===== src/rtl/counter_pkg.sv =====
// Shared types and the reference next-count rule for the step counter.
// The saturating variant is selected in the top by COUNTER_SATURATE_EN.
package counter_pkg;

  localparam int COUNTER_WIDTH_DEFAULT = 4;
  localparam int COUNTER_WIDTH_MIN     = 2;
  localparam int COUNTER_WIDTH_MAX     = 32;

  typedef logic [COUNTER_WIDTH_DEFAULT-1:0] count_t;

  // Wrapped (sat=0) or clamped-to-all-ones (sat=1) sum at the default width.
  function automatic count_t next_count(input count_t cur, input count_t step, input logic sat);
    logic [COUNTER_WIDTH_DEFAULT:0] sum;
    sum = {1'b0, cur} + {1'b0, step};
    if (sat && sum[COUNTER_WIDTH_DEFAULT]) begin
      return '1;
    end
    return sum[COUNTER_WIDTH_DEFAULT-1:0];
  endfunction

endpackage


===== src/rtl/counter.sv =====
// Synchronous step counter: adds count_in to the count on each enabled edge.
// Define COUNTER_SATURATE_EN to clamp at all ones instead of wrapping.
module counter
  import counter_pkg::*;
#(
  parameter int WIDTH = COUNTER_WIDTH_DEFAULT
) (
  input  logic             clk,
  input  logic             reset,
  input  logic             enable,
  input  logic [WIDTH-1:0] count_in,
  output logic [WIDTH-1:0] count_out
);

`ifdef COUNTER_SATURATE_EN
  localparam bit SatEn = 1'b1;
`else
  localparam bit SatEn = 1'b0;
`endif

  logic [WIDTH-1:0] count_q;
  logic [WIDTH-1:0] count_d;
  logic [WIDTH:0]   sum_d;

  // The extra top bit of sum_d is the carry that decides wrap versus clamp.
  always_comb begin
    // NOTE: every combinational output gets a value on every path, so no latch is inferred.
    sum_d   = {1'b0, count_q} + {1'b0, count_in};
    count_d = sum_d[WIDTH-1:0];
    if (SatEn && sum_d[WIDTH]) begin
      count_d = '1;
    end
  end

  // An X or Z on enable is not 1, so the count holds.
  always_ff @(posedge clk) begin
    // NOTE: state is updated with non-blocking assignments so every flop samples pre-edge values.
    if (reset) begin
      count_q <= '0;
    end else if (enable == 1'b1) begin
      count_q <= count_d;
    end
  end

  assign count_out = count_q;

`ifndef SYNTHESIS
  always @(posedge clk) begin
    assert (WIDTH >= COUNTER_WIDTH_MIN && WIDTH <= COUNTER_WIDTH_MAX)
      else $error("counter: WIDTH %0d outside legal range", WIDTH);
    if (reset !== 1'b1) begin
      assert (!$isunknown(enable))
        else $warning("counter: enable is X/Z while out of reset");
      if (enable === 1'b1) begin
        assert (!$isunknown(count_in))
          else $warning("counter: count_in is X/Z on an enabled edge");
      end
    end
  end

  // At the default width the datapath must agree with the package helper.
  if (WIDTH == COUNTER_WIDTH_DEFAULT) begin : g_ref_check
    always @(posedge clk) begin
      if (reset === 1'b0 && enable === 1'b1 && !$isunknown(count_in)) begin
        assert (count_d == next_count(count_q, count_in, SatEn))
          else $error("counter: datapath disagrees with next_count");
      end
    end
  end
`endif

endmodule


===== config.mk =====
export PLATFORM = sky130hd
export DESIGN_NAME = counter
export DESIGN_NICKNAME = d
export VERILOG_FILES = /design/src/rtl/counter_pkg.sv /design/src/rtl/counter.sv
export SDC_FILE = /design/constraint.sdc
export NUM_CORES = 1
export LEC_CHECK = 0
export BUFFER_PORTS_ARGS = -buffer_cell sky130_fd_sc_hd__buf_2
export CORE_AREA = 3 3 40 42
export CTS_BUF_LIST = sky130_fd_sc_hd__clkbuf_8
export CTS_CLUSTER_SIZE = 8
export DETAILED_ROUTE_END_ITERATION = 10
export DIE_AREA = 0 0 43 45
export GPL_ROUTABILITY_DRIVEN = 0
export PLACE_DENSITY = 0.39
export RECOVER_POWER = 25
export SETUP_SLACK_MARGIN = 0.15
export SLEW_MARGIN = 5
export SYNTH_ARGS = -nofsm -noshare
export SYNTH_HDL_FRONTEND = slang
export SYNTH_SLANG_ARGS = --single-unit

===== constraint.sdc =====
create_clock -name clk -period 3.3 [get_ports clk]
set_input_delay 0.165 -clock clk [delete_from_list [all_inputs] [get_ports clk]]
set_output_delay 0.165 -clock clk [all_outputs]
set_load 0.05 [all_outputs]

==> results.py <==
metrics = {
    "outcome": {
        "run_status": "completed",
    },
    "die": {
        "initial_core_util_pct": 19.2,
        "dieWidth_um": 43,
        "io-pin-count": 11,
        "fp-row-count": 13,
        "chipHeight_um": 45,
        "floorplan.die_area_um2": 1940,
        "core_outline_area_um2": 1280,
    },
    "finish": {
        "finish.cell_count_without_fillers": 51,
        "layout.cells.most_common": "sky130_fd_sc_hd__buf_2",
        "layout-area-overhead-vs-synth_pct": 42.6,
        "layout_common_cells": "sky130_fd_sc_hd__buf_2, sky130_fd_sc_hd__nor2_1, sky130_fd_sc_hd__dfxtp_1",
        "final_design_area_no_fill_um2": 352,
        "largest_register_ff_count": 4,
        "final_core_utilization_pct": 27.4,
        "fin_nets": 49,
        "insertedDiodeCount": 0,
        "fraction_of_final_layout_cells_sized_beyond_drive_strength_1_pct": 36.1,
    },
    "global_route": {
        "grt_use_total_pct": 6.35,
        "grt_pass1_wl_um": 834,
        "grt_start_max_net_pins": 7,
        "first_global_vias": 197,
        "grt_antenna_before_repair": 0,
        "grt-ovfl-total": 0,
    },
    "clocking": {
        "post_cts_resize_count": 0,
        "tritoncts": "yes",
        "cts-root-to-sink-buffers": 2,
        "clock_sink_count": 4,
        "cts-hold-fix-buffers": 0,
        "clock_tree.root_cell": "sky130_fd_sc_hd__clkbuf_8",
        "worst_skew_pair.late_latency_ns": 0.22,
        "clock_tree.htree_level_count": 1,
        "post_cts_setup_buffers": 0,
        "cts_made_buffers": 3,
        "clkTransAtPathRegs_ns": 0.03,
    },
    "timing": {
        "number_of_failing_setup_endpoints_in_the_final_timing_report": 0,
        "holdWs_ns": 0.184,
        "finalCriticalPeriod_ns": 1.60,
        "worst_slew_pin_slew_ns": 0.590,
        "final.setup.tns_ns": 0,
        "achievable-frequency_mhz": 626,
        "finalCritPeriodShare_pct": 48.4,
        "timing.max_slew.rel_slack_pct": 60.8,
        "clock-skew-final_ns": 0.00362,
        "unrepaired_setup_endpoints_after_global_routing": "no",
        "final_max_slew_viols": 0,
        "report.final.hold_viol_count": 0,
    },
    "setup_path": {
        "worst-path-max-fanout": 4,
        "cp-start-kind": "register",
        "worstReg2RegEnd": "count_out[3]",
        "critical_path.slowest_cell": "sky130_fd_sc_hd__dfxtp_1",
        "crit_path_cell_trace": "ha_1 -> a21o_1 -> a21oi_2 -> mux2i_1 -> mux2_1",
        "worst_path_largest_cell_delay_ns": 0.37,
        "worst_setup_path_endpoint": "count_out[3]",
        "rr_worst_depth": 5,
        "reg2reg_setup_slack_ns": 1.70,
        "arrival_ns": 1.69,
        "timing.critical_path.required_ns": 3.39,
        "endpoint_kind": "register",
        "critical_path.startpoint": "count_out[1]",
        "critical_path_class": "reg2reg",
        "r2r-start": "count_out[1]",
    },
    "logic_synthesis": {
        "synth.ff_latch_count": 4,
        "synth.lib_cells_used.distinct": 14,
        "leading_post_synthesis_cells_by_cell_area": "sky130_fd_sc_hd__dfxtp_1, sky130_fd_sc_hd__ha_1, sky130_fd_sc_hd__mux2i_1, sky130_fd_sc_hd__fa_1, sky130_fd_sc_hd__nor2_1",
        "postSynthCellCount": 24,
        "synth.yosys.seq_area_share_pct": 32.5,
        "synth_top_area_cell": "sky130_fd_sc_hd__dfxtp_1",
        "synthesized_area_per_cell_um2": 10.3,
        "post_synth_instance_area_um2": 246,
        "mappedNetlistNets": 35,
        "synth_top_area_share_pct": 32.5,
        "ys_warn_count": 0,
    },
    "detailed_routing": {
        "detail_route.iter0.violations": 0,
        "drt_wl_total_um": 478,
        "drt-wirelength-per-cell_um": 9.37,
        "route.detailed.drc": 0,
        "detailroute.via_count": 203,
        "detailedRoute.firstPassIterationCount": 1,
        "final_antenna_net_count": 0,
        "viasPerCell": 3.98,
    },
    "job": {
        "cap_violations": 0,
    },
    "power": {
        "pwr_density_cell_nw_per_um2": 604,
        "cellLeakagePower_nw": 0.185,
        "worst_ir_drop_vdd_mv": 0.356,
    },
    "placed_design": {
        "port_buffers": 10,
        "placed_area_um2": 312,
        "placedCellCount": 48,
    },
    "worst_hold_path": {
        "hp-class": "in2reg",
    },
}
[through the flow]
| stage | worst slack (ns) | power [mW] |
|---|---|---|
| finish | 1.70 | 0.213 |
| CTS | 1.67 | 0.218 |
| global placement | 1.71 | 0.111 |
| floorplan | 1.37 | 0.0987 |
| detailed placement | 1.69 | 0.112 |
| global route | 1.59 | 0.227 |
[logic make-up (layout without fill, tap and decap cells)]
kind of cell | after synthesis | in the layout | share of synthesized area (%)
AOI/OAI and AO/OA | 3 | 3 | 9.65
xor gates and xnor gates | 1 | 1 | 3.55
adders and majority gates | 4 | 4 | 23.4
buffers and inverters | 1 | 13 | 1.52
DFF | 4 | 4 | 32.5
muxes | 4 | 4 | 16.8
and+or+nand+nor | 7 | 7 | 12.7
[cell type report]
cell class / count / area (um2)
fillers: 138 / 933
multi-input cells: 19 / 163
flip-flops and latches: 4 / 80.1
repair buffers: 10 / 48.8
clock buffers: 3 / 41.3
well taps: 15 / 18.8
[worst max-delay path, delay by kind of cell (launching register included)]
| family | cells | cell delay, ns |
|---|---|---|
| multiplexers | 2 | 0.54 |
| flip-flops | 1 | 0.37 |
| AO/OA/AOI/OAI | 2 | 0.30 |
| adder cells (fa/ha/maj) | 1 | 0.25 |
[Yosys cell counts]
cell type / instances
sky130_fd_sc_hd__mux2_1: 1
sky130_fd_sc_hd__nor2b_1: 1
sky130_fd_sc_hd__nor2_1: 4
sky130_fd_sc_hd__dfxtp_1: 4
sky130_fd_sc_hd__clkbuf_1: 1
sky130_fd_sc_hd__nand2_1: 1
sky130_fd_sc_hd__a211oi_1: 1
sky130_fd_sc_hd__ha_1: 3
sky130_fd_sc_hd__a21o_1: 1
sky130_fd_sc_hd__nand2b_1: 1
sky130_fd_sc_hd__mux2i_1: 3
sky130_fd_sc_hd__xnor2_1: 1
sky130_fd_sc_hd__fa_1: 1
sky130_fd_sc_hd__a21oi_2: 1
[where the power goes]
| part | internal [mW] | switching [mW] | total [mW] | leakage, nW |
|---|---|---|---|---|
| Combinational | 0.0190 | 0.0331 | 0.0521 | 0.130 |
| Clock | 0.0777 | 0.0247 | 0.102 | 0.0216 |
| Sequential | 0.0540 | 0.00406 | 0.0581 | 0.0331 |
| Total | 0.151 | 0.0618 | 0.213 | 0.185 |
[how the worst min path moves through the flow]
stage / depth (start not counted) / from / slack [ns] / endpoint
finish: 2 / reset / 0.18 / count_out[2]
global route: 2 / reset / 0.20 / count_out[2]
CTS: 2 / reset / 0.19 / count_out[2]
detailed placement: 2 / reset / 0.42 / count_out[2]
global placement: 2 / reset / 0.41 / count_out[1]
floorplan: 1 / reset / 0.24 / count_out[0]
[per-layer routing]
| metal | track usage (%) | routed length, um |
|---|---|---|
| met2 | 8.08 | 205 |
| met1 | 7.07 | 202 |
| met4 | 0 | 0 |
| met5 | 0 | 0 |
| met3 | 7.97 | 69 |
No activity file was read; power rests on OpenSTA's default activity.
